==> config.mk <==
export PLATFORM = sky130hd
export DESIGN_NAME = time_stamp_gen
export DESIGN_NICKNAME = d
export VERILOG_FILES = /design/src/rtl/time_manage_pkg.sv /design/src/rtl/ts_hold_reg.sv /design/src/rtl/time_stamp_gen.sv
export SDC_FILE = /design/constraint.sdc
export NUM_CORES = 1
export LEC_CHECK = 0
export ABC_AREA = 1
export CAP_MARGIN = 20
export CORE_UTILIZATION = 28
export CTS_CLUSTER_SIZE = 28
export DETAILED_ROUTE_END_ITERATION = 7
export PLACE_DENSITY = 0.54
export SETUP_SLACK_MARGIN = 0.3
export SLEW_MARGIN = 20
export SYNTH_ARGS = -nofsm -noshare
export SYNTH_HDL_FRONTEND = slang
export SYNTH_HIERARCHICAL = 1
export SYNTH_SLANG_ARGS = --single-unit
==> constraint.sdc <==
create_clock -name sys_clk_i -period 1.8 [get_ports sys_clk_i]
set_input_delay 0.27 -clock sys_clk_i [delete_from_list [all_inputs] [get_ports sys_clk_i]]
set_output_delay 0.27 -clock sys_clk_i [all_outputs]
set_load 0.01 [all_outputs]
==> src/rtl/time_manage_pkg.sv <==
// Shared types and defaults for the timestamp generator.
// State encoding, period/tolerance defaults, sub-second count, record widths.
package time_manage_pkg;

    typedef enum logic [1:0] {
        S_IDLE  = 2'd0,
        S_ALIGN = 2'd1,
        S_RUN   = 2'd2,
        S_LOST  = 2'd3
    } ts_state_e;

    localparam int PERIOD_CLKS_DEF = 2_500_000;
    localparam int TOL_CLKS_DEF    = 1_000;
    localparam int SUB_PER_SEC_DEF = 40;
    localparam int FRAME_W_DEF     = 32;
    localparam int SEC_W           = 32;
    localparam int SUB_W           = 6;
    localparam int DROP_W          = 16;

    function automatic int ts_rec_w(input int frame_w);
        return frame_w + SEC_W + SUB_W;
    endfunction

    localparam int TS_W = ts_rec_w(FRAME_W_DEF);

endpackage

==> src/rtl/ts_hold_reg.sv <==
// 1-entry valid/ready holding register; a new load replaces the entry.
// Ports: clk/rst_n, clr, load+din, ready in; valid, dout, ovw (overwrite strobe) out.
module ts_hold_reg #(
    parameter int W = 70
) (
    input  logic         clk,
    input  logic         rst_n,
    input  logic         clr,
    input  logic         load,
    input  logic [W-1:0] din,
    input  logic         ready,
    output logic         valid,
    output logic [W-1:0] dout,
    output logic         ovw
);

    // Loading over an entry the consumer has not taken loses it.
    assign ovw = load && !clr && valid && !ready;

    always_ff @(posedge clk or negedge rst_n) begin
        if (!rst_n) begin
            valid <= 1'b0;
            dout  <= '0;
        end else if (clr) begin
            valid <= 1'b0;
            dout  <= '0;
        end else if (load) begin
            valid <= 1'b1;
            dout  <= din;
        end else if (valid && ready) begin
            valid <= 1'b0;
        end
    end

endmodule

==> src/rtl/time_stamp_gen.sv <==
// Counts 25 ms period pulses into frame/sec/sub timestamps with a pulse watchdog.
// Ports: sys_clk_i, rst_n_i, align, pulse, ts_ready_i in; ts_* valid/data/flags out.
// Option TIME_STAMP_DROP_CNT_EN adds ts_drop_cnt_o (saturating overwrite count).
module time_stamp_gen
    import time_manage_pkg::*;
#(
    parameter int PERIOD_CLKS = PERIOD_CLKS_DEF,
    parameter int TOL_CLKS    = TOL_CLKS_DEF,
    parameter int SUB_PER_SEC = SUB_PER_SEC_DEF,
    parameter int FRAME_W     = FRAME_W_DEF
) (
    input  logic               sys_clk_i,
    input  logic               rst_n_i,
    input  logic               time_period_0_25ms_i,
    input  logic               time_period_25ms_pluse_i,
    input  logic               ts_ready_i,
    output logic               ts_valid_o,
    output logic [FRAME_W-1:0] ts_frame_o,
    output logic [SEC_W-1:0]   ts_sec_o,
    output logic [SUB_W-1:0]   ts_sub_o,
    output logic               ts_overrun_o,
    output logic               ts_lost_o
`ifdef TIME_STAMP_DROP_CNT_EN
    ,
    output logic [DROP_W-1:0]  ts_drop_cnt_o
`endif
);

    localparam int REC_W = ts_rec_w(FRAME_W);
    localparam logic [31:0] WD_LIM =
        32'(PERIOD_CLKS + TOL_CLKS - 1);
    localparam logic [SUB_W-1:0] SUB_LAST =
        SUB_W'(SUB_PER_SEC - 1);

    ts_state_e          state_q;
    logic               align_q;
    logic [FRAME_W-1:0] frame_q;
    logic [SEC_W-1:0]   sec_q;
    logic [SUB_W-1:0]   sub_q;
    logic [31:0]        wd_q;
    logic               ovr_q;
    logic               lost_q;
    logic               align_rise;
    logic               run_pulse;
    logic               clr_buf;
    logic               ovw;
    logic [REC_W-1:0]   rec;

    assign align_rise = time_period_0_25ms_i && !align_q;
    assign run_pulse  = (state_q == S_RUN)
                     && time_period_25ms_pluse_i
                     && !time_period_0_25ms_i;
    assign clr_buf    = align_rise || (state_q == S_ALIGN);

    always_ff @(posedge sys_clk_i or negedge rst_n_i) begin
        if (!rst_n_i) begin
            state_q <= S_IDLE;
            align_q <= 1'b0;
            frame_q <= '0;
            sec_q   <= '0;
            sub_q   <= '0;
            wd_q    <= '0;
            ovr_q   <= 1'b0;
            lost_q  <= 1'b0;
        end else begin
            align_q <= time_period_0_25ms_i;
            if (ovw) begin
                ovr_q <= 1'b1;
            end
            if (align_rise) begin
                state_q <= S_ALIGN;
                frame_q <= '0;
                sec_q   <= '0;
                sub_q   <= '0;
                wd_q    <= '0;
                ovr_q   <= 1'b0;
                lost_q  <= 1'b0;
            end else begin
                unique case (state_q)
                    S_IDLE: ;
                    S_ALIGN: begin
                        frame_q <= '0;
                        sec_q   <= '0;
                        sub_q   <= '0;
                        wd_q    <= '0;
                        ovr_q   <= 1'b0;
                        lost_q  <= 1'b0;
                        if (!time_period_0_25ms_i) begin
                            state_q <= S_RUN;
                        end
                    end
                    S_RUN: begin
                        if (run_pulse) begin
                            wd_q    <= '0;
                            frame_q <= frame_q + FRAME_W'(1);
                            if (sub_q == SUB_LAST) begin
                                sub_q <= '0;
                                sec_q <= sec_q + SEC_W'(1);
                            end else begin
                                sub_q <= sub_q + SUB_W'(1);
                            end
                        end else if (wd_q == WD_LIM) begin
                            state_q <= S_LOST;
                            lost_q  <= 1'b1;
                        end else begin
                            wd_q <= wd_q + 32'd1;
                        end
                    end
                    S_LOST: ;
                    default: state_q <= S_IDLE;
                endcase
            end
        end
    end

`ifdef TIME_STAMP_DROP_CNT_EN
    logic [DROP_W-1:0] drop_q;

    always_ff @(posedge sys_clk_i or negedge rst_n_i) begin
        if (!rst_n_i) begin
            drop_q <= '0;
        end else if (clr_buf) begin
            drop_q <= '0;
        end else if (ovw && (drop_q != '1)) begin
            drop_q <= drop_q + DROP_W'(1);
        end
    end

    assign ts_drop_cnt_o = drop_q;
`endif

    ts_hold_reg #(
        .W (REC_W)
    ) u_hold (
        .clk   (sys_clk_i),
        .rst_n (rst_n_i),
        .clr   (clr_buf),
        .load  (run_pulse),
        .din   ({frame_q, sec_q, sub_q}),
        .ready (ts_ready_i),
        .valid (ts_valid_o),
        .dout  (rec),
        .ovw   (ovw)
    );

    assign ts_frame_o   = rec[REC_W-1 -: FRAME_W];
    assign ts_sec_o     = rec[SUB_W +: SEC_W];
    assign ts_sub_o     = rec[SUB_W-1:0];
    assign ts_overrun_o = ovr_q;
    assign ts_lost_o    = lost_q;

endmodule

==> metrics.txt <==
initial antenna violation count=0; syn_nets=roughly 1300; Final Cycle Share=0.9613; GP Congestion=0.9467; # H-tree levels=4; Worst Reg-to-Reg Cells=11; CTS Buf Count=17; peak supply drop=0.0008031 V; R2R Path Start=wd_q[0]; DR DRC count=0; worst flop-to-flop path endpoint=state_q[0]; Final min period=between 1.5 and 2 ns; worst setup margin=0.06961 ns; Starting Density=0.2849; Clock Tree Root=clkbuf_16; chip width=189.7 um; pin count of the biggest net entering global routing=50; M3 GR Usage=0.03726; Worst Setup End Kind=flop; Sink Count=178; drt initial violations=593; Non-Filler Instances=a little over 2000; CTS max path bufs=2; worst path required time=2.12 ns; CP max stage cell=dfrtp_1; FP Rows=68; power density cells=between 900 and 1000 mW/mm^2; first-pass GRT wire length=49.11 mm; vias in the first global route=9338; CP Data Arrival Time=approximately 2 ns; Tot GR Track Use=0.1726; met2 usage=0.2737; RSZ-0062 raised after global routing=true; Slew Limit Fails=0; Total Routed Length=32.75 mm; outcome=finished, final reports clean; Max Fclk=0.5779 GHz; worst slew pin tran=0.4130 ns; Slew headroom=0.7247; CP startpoint kind=flop; share of cells above drive strength 1=0.3623; delay of the slowest critical-path stage=around 0.42 ns; GR peak layer=met2; core area=0.03463 mm^2; later-pin clock latency in the skew report=0.44 ns; Mapped Avg Cell Area=7.363 um^2; Netlist cell types=40; Antenna Nets Post-Route=0; Syn-to-layout area delta=52.75%; crit path launch=wd_q[0]; dpl ws=-0.3165 ns; worst path cell trace=ha_4 > buf_6 > inv_6 > nor2_4 > nand4_1 > nor2_1 > nand2_2 > nand2_2 > nand3_2 > nand2_1 > o21ai_0; antenna fix cells=0; Pleak=between 7 and 8 nW; Nets=1616; clk slew on worst S/H paths=0.07 ns; DP HPWL=~21 mm; Setup CP Type=reg -> reg; # setup viols final=0; vias per std cell=4.822; Die ar.=~0.036 mm^2; Gate Count Post-Synth=1340; worst hold path type=in -> async; critical path's most frequent cell=nand2_2; Inst Count DP=1925; Reg2Reg Setup Slack=0.07 ns; total of max-cap violations=0; GRT Residual Overflow=0; Fin. Hold Viols=0; Synthesis Warnings=6; CP Max Fanout=3; # IOs=slightly below 80; Netlist Area Pre-Place=0.009867 mm^2; Initial DRT Pass Iterations=6; sequential area share after synthesis=0.4514; WL/cell=15.78 um; Port-buffer cells=77; final setup skew=0.01497 ns; Yosys reg bits=178; Vias=10010; CTS tree=built; Die Span Y=189.7 um; GR Util met1=0.2317; Worst setup endpoint=state_q[0]; WHS=between 0.3 and 0.4 ns
==> critical path: cells and delay by family (launching register included) <==
| family | cells | cell delay, ns |
|---|---|---|
| buffers and inverters | 2 | 0.15 |
| flip-flops | 1 | 0.42 |
| AND/OR/NAND/NOR | 7 | 0.77 |
| adder cells (fa/ha/maj) | 1 | 0.20 |
| AO/OA/AOI/OAI | 1 | 0.07 |
==> flip-flops by register name, indices dropped and copies added, names as in the netlist <==
name          cells
sub_q             6
ts_lost_o         1
u_hold/valid      1
u_hold/dout      70
ts_overrun_o      1
frame_q          32
sec_q            32
align_q           1
wd_q             32
state_q           2
==> worst min-delay path by stage <==
stage / to / slack [ns] / cells after the start
3_3_place_gp: u_hold/dout[54] / 0.22 / 1
5_1_grt: align_q / 0.35 / 2
3_5_place_dp: u_hold/dout[55] / 0.22 / 1
2_1_floorplan: align_q / -0.03 / 0
6_report: u_hold/dout[54] / 0.32 / 2
4_1_cts: frame_q[8] / 0.33 / 2
==> synthesized netlist by cell type, drive strengths merged <==
| master | number | area (um^2) |
|---|---|---|
| nand2 | 453 | 1760 |
| nor2 | 200 | 845.8 |
| dfrtp | 178 | 4454 |
| nand3 | 156 | 838.3 |
| inv | 123 | 466.7 |
| o21ai | 49 | 245.2 |
| nand4 | 38 | 237.7 |
| a21oi | 35 | 175.2 |
| buf | 32 | 282.8 |
| nor3 | 26 | 145.1 |
| xor2 | 16 | 140.1 |
| clkbuf | 11 | 81.33 |
| ha | 4 | 50.05 |
| a22o | 3 | 26.28 |
| nand3b | 3 | 22.52 |
| o21bai | 2 | 15.01 |
| or2 | 2 | 12.52 |
| xnor2 | 2 | 17.52 |
| a211oi | 1 | 7.510 |
| a31oi | 1 | 6.260 |
| nor2b | 1 | 6.260 |
| nor4 | 1 | 6.260 |
| o21a | 1 | 7.510 |
| o31ai | 1 | 7.510 |
| o41ai | 1 | 8.760 |
==> placed cells by master, fill, tap and decap left out, drive strengths merged <==
cell and n:
buf 201, dlygate4sd2 74, nand4 38, o41ai 1, ha 4, dlymetal6s2s 1
or2 2, a31oi 1, nand3 156, clkdlybuf4s50 1, dfrtp 178, clkbuf 27
inv 123, nor2 200, clkinv 6, bufinv 3, o31ai 1, a211oi 1
nor2b 1, a21oi 35, nand2 458, xnor2 2, o21ai 49, nor3 26
o21bai 2, xor2 16, dlygate4sd3 1, o21a 1, nor4 1, clkinvlp 4
a22o 3, nand3b 3
==> final cells by class <==
cell class / instances / area (um^2)
Fill cell: 3356 / 19560
Multi-Input combinational cell: 1001 / 6002
Sequential cell: 178 / 4483
Timing Repair Buffer: 285 / 2892
Tap cell: 455 / 569.3
Inverter: 123 / 506.7
Clock buffer: 20 / 446.7
Clock inverter: 12 / 156.4
Timing Repair inverter: 1 / 16.27
==> stage by stage <==
stage	total power [mW]	area [um^2]	setup TNS, ns	util
floorplan	6.218	9896	0	-
global placement	7.502	11810	-29.80	0.3410
detailed placement	7.533	11810	-33.40	0.3410
CTS	12.33	13270	0	0.3832
global route	14.53	15070	-0.006537	0.4353
finish	13.96	15070	0	0.4353
==> power by group <==
part | total [mW] | switching (mW) | internal [mW]
logic | 5.85 | 3.28 | 2.57
registers | 4.22 | 0.119 | 4.10
clock network | 3.90 | 1.67 | 2.23
total | 14.0 | 5.07 | 8.89
==> timing repair <==
action,4_1_cts,5_1_grt
gates cloned,6,10
endpoints found under the hold margin,35,0
pin swaps,67,104
hold buffers,1,0
gates resized for setup,244,315
setup endpoints to repair,234,171
buffers inserted,36,65
==> logic make-up after synthesis <==
group / count (synthesis) / synth area share
simple gates: 880 / 0.3927
flops: 178 / 0.4514
buf+inv: 166 / 0.08420
compound gates: 94 / 0.05060
xor+xnor: 18 / 0.01598
fa+ha+maj: 4 / 0.005072
==> routing by layer <==
layer | vias to the layer above | routed length (um)
met2 | 243 | 15720
met3 | 44 | 1401
met1 | 4861 | 14940
li1 | 4858 | -
met4 | 0 | 692
met5 | - | 0
Power figures use the tool's default switching activity.
